## config.mk

```make
export PLATFORM = sky130hd
export DESIGN_NAME = countdown_timer
export DESIGN_NICKNAME = d
export VERILOG_FILES = /design/src/rtl/countdown_timer.sv
export SDC_FILE = /design/constraint.sdc
export NUM_CORES = 1
export LEC_CHECK = 0
export BUFFER_PORTS_ARGS = -buffer_cell sky130_fd_sc_hd__buf_2
export CAP_MARGIN = 10
export CORE_MARGIN = 5
export CORE_UTILIZATION = 50
export CTS_BUF_LIST = sky130_fd_sc_hd__clkbuf_16
export DETAILED_ROUTE_END_ITERATION = 10
export MAX_ROUTING_LAYER = met4
export PLACE_DENSITY = 0.75
export SETUP_SLACK_MARGIN = 0.1
export SYNTH_ARGS = -nofsm -noshare
export SYNTH_HDL_FRONTEND = slang
export SYNTH_SLANG_ARGS = --single-unit
```

## constraint.sdc

```tcl
create_clock -name clk -period 3.6 [get_ports clk]
set_input_delay 0.72 -clock clk [delete_from_list [all_inputs] [get_ports clk]]
set_output_delay 0.72 -clock clk [all_outputs]
set_load 0.05 [all_outputs]
```

## src/rtl/countdown_timer.sv

```systemverilog
// Countdown timer with start/stop/pause and optional auto-reload.
// Emits a one-cycle done pulse at every terminal count.
module countdown_timer #(
  parameter int W = 4
) (
  input  logic         clk,
  input  logic         rst,
  input  logic [W-1:0] load_val,
  input  logic         start,
  input  logic         stop,
  input  logic         pause,
  input  logic         auto_reload,
  output logic [W-1:0] count,
  output logic         busy,
  output logic         paused,
  output logic         done
);

  typedef enum logic [1:0] {
    IDLE,
    RUN,
    PAUSED
  } state_t;

  localparam logic [W-1:0] ONE  = W'(1);
  localparam logic [W-1:0] ZERO = '0;

  state_t         state_q, state_d;
  logic [W-1:0]   count_q, count_d;
  logic [W-1:0]   reload_q, reload_d;
  logic           done_q, done_d;

  // Next-state: stop beats start beats pause beats decrement.
  always_comb begin
    state_d  = state_q;
    count_d  = count_q;
    reload_d = reload_q;
    done_d   = 1'b0;
    if (stop) begin
      state_d = IDLE;
      count_d = ZERO;
    end else if (start) begin
      reload_d = load_val;
      count_d  = load_val;
      if (load_val == ZERO) begin
        state_d = IDLE;
        done_d  = 1'b1;
      end else begin
        state_d = RUN;
      end
    end else begin
      unique case (state_q)
        RUN: begin
          if (pause) begin
            state_d = PAUSED;
          end else if (count_q == ONE) begin
            done_d = 1'b1;
            if (auto_reload) begin
              count_d = reload_q;
            end else begin
              count_d = ZERO;
              state_d = IDLE;
            end
          end else if (count_q > ONE) begin
            count_d = count_q - ONE;
          end
        end
        PAUSED: begin
          if (!pause) state_d = RUN;
        end
        default: ;
      endcase
    end
  end

  // State and registered outputs; reset clears all progress at once.
  always_ff @(posedge clk or posedge rst) begin
    if (rst) begin
      state_q  <= IDLE;
      count_q  <= ZERO;
      reload_q <= ZERO;
      done_q   <= 1'b0;
    end else begin
      state_q  <= state_d;
      count_q  <= count_d;
      reload_q <= reload_d;
      done_q   <= done_d;
    end
  end

  assign count  = count_q;
  assign done   = done_q;
  assign busy   = (state_q != IDLE);
  assign paused = (state_q == PAUSED);

endmodule

```

# Yosys cells after proc, flatten, opt, wreduce, memory -nomap -nowiden
# Cells that the tools add are included.
# totals
register_bits,11
latchBits,0
ram_bits,0
rom_bits,0
inputBits,10
output_inout_bits,7
elab_cells,43
mem_count,0
# classes
add_sub_neg,1
multipliers,0
n_div,0
order_cmp,1
eq_ne,7
shift,0
n_mux,21
bitwise,1
reduce_logical,8
# op_table
operator,count
4-bit 2-to-1 mux,7
2-bit 2-to-1 mux,6
5-bit inequality test (second input constant),2
4-bit nonzero test,2
1-bit 2-to-1 mux,7
4-bit by 1-bit == test with 1-bit output (second input constant),1
4-bit by 1-bit > comparator with 1-bit output (second input constant),1
4-bit logical NOT,1
4-bit inequality test (second input constant),1
2-bit case mux with 2 select lines,1
4-bit AND reduction,1
4-bit by 1-bit subtractor with 4-bit output (second input constant),1
3-bit inequality test (second input constant),1
3-bit AND reduction,1
3-bit nonzero test,1
2-bit by 1-bit == test with 1-bit output (second input constant),1
2-bit == test (second input constant),1
2-bit AND reduction,1
2-bit nonzero test,1
1-bit inverter,1

# Logic depth before layout (Yosys ltp)
# logic_depth
ltp_word,7
mapped_depth,6

# Least setup slack after synthesis
# No wires, ideal clock.
# synth_timing
path_kind,register to register
startpoint,"register count_q[1], in the netlist count[1]"
endpoint,register state_q[0]
arrival_time_ps,1869
slack_ps,1635
path_stages_with_launch,7
n_path_buf,0
period_less_slack_ps,1965
path_cell_list,dfrtp_1 inv_1 ha_1 nor3b_4 a21o_4 o22a_1 a311oi_2
# synth_via
elab_chain_len,3
# synth_rtl
item,line_no,rtl
from (decl),29,"logic [W-1:0] count_q, count_d;"
from (signal assigned),85,count_q <= count_d;
4-bit by 1-bit == test with 1-bit output,56,end else if (count_q == ONE) begin
5-bit inequality test (no source line),--,
4-bit AND reduction (no source line),--,
to (signal assigned),84,state_q <= state_d;
to (decl),28,"state_t state_q, state_d;"
# No other way between the ends.
# A chain may end at the register's enable or synchronous reset.

# Final worst setup path
# layout_timing
startpoint,register state_q[0]
endpoint,output port paused
# layout_via
elab_chain_len,1
# layout_rtl
item,line_no,rtl
2-bit == test,94,assign paused = (state_q == PAUSED);
to (decl),15,"output logic paused,"
# No other way between the ends.

==> results by group <==
Outcome
  – Status: completed

Logic synthesis
  – Top cells by area, synth: dfrtp_1 (36%), ha_1 (8.2%), mux2_2 (5.9%)
  – Cell area after synthesis: between 700 and 800 um2
  – EDFF count, synth: 0
  – Synth area leader: dfrtp_1
  – Synth Register Bits: 11
  – Async S/R FF share, synth: 100%
  – Area share of the largest cell type after synthesis: 36.1%
  – Post-synthesis average cell area: 10.0 um2
  – Synth Flop Type: dfrtp_1
  – Register area share after synthesis: 36.1%
  – Dominant cell by count in the synthesized netlist: dfrtp_1
  – Synth cell count leaders: dfrtp_1 (11), inv_1 (9), nor2_1 (6), ha_1 (5)
  – Netlist cell types: 33
  – Mapped Cells: 76
  – Mapped Nets: 91
  – Ys Warns: 0

Timing
  – Slew @ Worst Pin: 0.465 ns
  – Final count of negative-setup-slack endpoints: 0
  – Minimum clock period: 1.91 ns
  – Slew Viols, Final: 0
  – Fmax: about 520 MHz
  – Final Skew: 0.00176 ns
  – Final hold vios: 0
  – Hold Slack: 0.474 ns
  – Period utilisation layout: approximately 53%
  – Setup TNS: 0 ns
  – Slew headroom: around 69%
  – RSZ-0062 raised after global routing: false

Clock tree
  – Worst-case clock buffer depth: 2
  – H-Tree Depth: 1
  – CTS tree: yes
  – # hold bufs at CTS: 0
  – CTS buffer count: 3
  – Worst skew pair latency: 0.24 ns
  – CTS clock-pin slew for the worst setup and hold paths: ~0.040 ns
  – Post-CTS Setup Inserts: 0
  – CTS resizes: 0
  – Sinks on Clock Net: 11
  – Clock root buffer: clkbuf_16

Setup path
  – Crit path capture type: primary output
  – Arrival @ worst endpoint: between 1 and 1.5 ns
  – Critical Path RT: 2.88 ns
  – Crit-path slowest cell: dfrtp_1
  – Worst Path Class, Setup: reg -> out
  – Crit path largest cell delay: roughly 0.38 ns
  – Crit-path cells: inv_1, ha_1, buf_2
  – Startpoint Class: flip-flop
  – Largest fanout on the critical path: 3
  – Worst R2R Start: count[1]
  – CP startpoint: state_q[0]

Floorplanning
  – Area of the die: 2400 um2
  – Chip height: 49.0 um
  – IO Pins: 17
  – Initial core utilization: 51.8%
  – Die Wd: 49.0 um
  – Core area: 1470 um2
  – Site row count: 14

Power and ir drop
  – Clock share of power: roughly 45%
  – PD cells: between 400 and 500 nW/um2
  – Combinational power share: between 20% and 30%
  – Int Pwr: 321 uW
  – Power Total: ~450 uW
  – P_leak: 0.000425 uW
  – Switch Pwr: 128 uW
  – Peak supply drop: 0.328 mV
  – Part of the power in registers: 32.6%
  – Sw Ratio: 28.4%

Drt
  – Vias/cell: 5.79
  – ANT nets after route: 0
  – Vias: between 600 and 700
  – DRT iter0 DRCs: 17
  – Final WL: 1620 um
  – Routed WL per cell: 14.9 um
  – DRT Pass-1 Iters: 4
  – DRC violations left: 0

Final layout
  – Fillers: 134
  – Layout Nets: 109
  – Layout cells sized above 1: 32.3%
  – Area growth syn-to-layout: 21.0%
  – N_diodes: 0
  – Cell area after layout: 922 um2
  – Post-layout util: 62.7%

Flow run
  – Maxcap violations: 0

GRT
  – Initial antenna violation count: 0
  – GRT Total Usage: approximately 15%
  – First-pass GRT wire length: 2680 um
  – Largest net degree at the start of global routing: 12
  – Global route total overflow: 0
  – Vias in the first global route: about 560

Place
  – HPWL after DPL: 1230 um
  – Final Wtd Congestion: 0.866
  – Area after DPL: 843 um2
  – IO Port Bufs: 16

Worst hold path
  – Worst hold path class: in -> async
-- area by class of cell --
type                       count  area [um2]  area share [%]
clock buffer                   3        75.1            8.14
clock inverter                 1        3.75           0.407
multi-input combinational     53         434            47.1
inverter                       9        33.8            3.66
sequential                    11         275            29.9
timing repair buffer          16        80.1            8.68
tap                           16        20.0            2.17
-- cells by family after synthesis --
| group | count (synthesis) | synth area share [%] |
|---|---|---|
| AO/OA/AOI/OAI | 18 | 19.7 |
| adder cells (fa/ha/maj) | 5 | 8.21 |
| AND/OR/NAND/NOR | 25 | 21.7 |
| multiplexers | 5 | 7.39 |
| flip-flops | 11 | 36.1 |
| buffers and inverters | 12 | 6.90 |
-- per-stage QoR --
step	instances	setup slack (ns)
3_3_place_gp	105	1.78
4_1_cts	109	1.67
2_1_floorplan	76	1.64
6_report	109	1.69
3_5_place_dp	105	1.74
5_1_grt	109	1.59
-- final timing paths --
kind / end / slack, ns / depth (start not counted)
max: paused / 1.69 / 3
min: reload_q[2] / 0.47 / 2
min reg2reg: reload_q[2] / 0.51 / 1
max reg2reg: state_q[0] / 1.85 / 6
min in group clk: reload_q[2] / 0.51 / 1
max in group asynchronous: count[1] / 2.82 / 2
-- layout by cell type, fill, tap and decap left out --
cell,count
a311oi_2,1
o32ai_1,1
mux2_1,1
o21ai_0,4
a31oi_1,2
mux2_2,4
buf_2,16
nand2b_2,1
and3_1,1
inv_1,10
or2_1,1
nor2_1,6
o21ai_1,1
nand2b_1,1
or2b_1,1
nor3_1,1
nor3b_4,1
ha_1,5
nor2b_1,1
nor4b_2,1
o22a_1,1
dfrtp_1,11
o211ai_4,1
a221o_1,2
a21oi_1,3
clkbuf_16,3
nand2_1,1
a311oi_1,1
nor3b_1,1
and4b_2,1
a21o_4,1
nor4_1,4
nand3_1,3
-- metal layers --
metal	vias up	global-route usage [%]	share of wire (%)
met3	4	3.98	5.9
met4	0	9.42	2.7
met2	18	21.1	47
met1	296	19.2	45
met5	-	-	0
li1	313	-	-
-- power groups by stage --
stage | clock network [uW] | logic [uW] | registers [uW]
2_1_floorplan | 0 | 66.7 | 159
3_3_place_gp | 0 | 98.5 | 148
3_5_place_dp | 0 | 101 | 148
4_1_cts | 205 | 101 | 147
5_1_grt | 214 | 109 | 148
6_report | 202 | 101 | 146
-- worst max-delay path: cells and delay by family (launching register included) --
| kind | cells | cell delay (ns) |
|---|---|---|
| adder cells (fa/ha/maj) | 1 | 0.19 |
| flip-flops | 1 | 0.38 |
| buffers and inverters | 2 | 0.38 |
-- state kept, by name (all words and copies together), names as in the netlist --
name and cells:
count 4, state_q 2, reload_q 4, done 1
(Power assumes the default switching activity.)
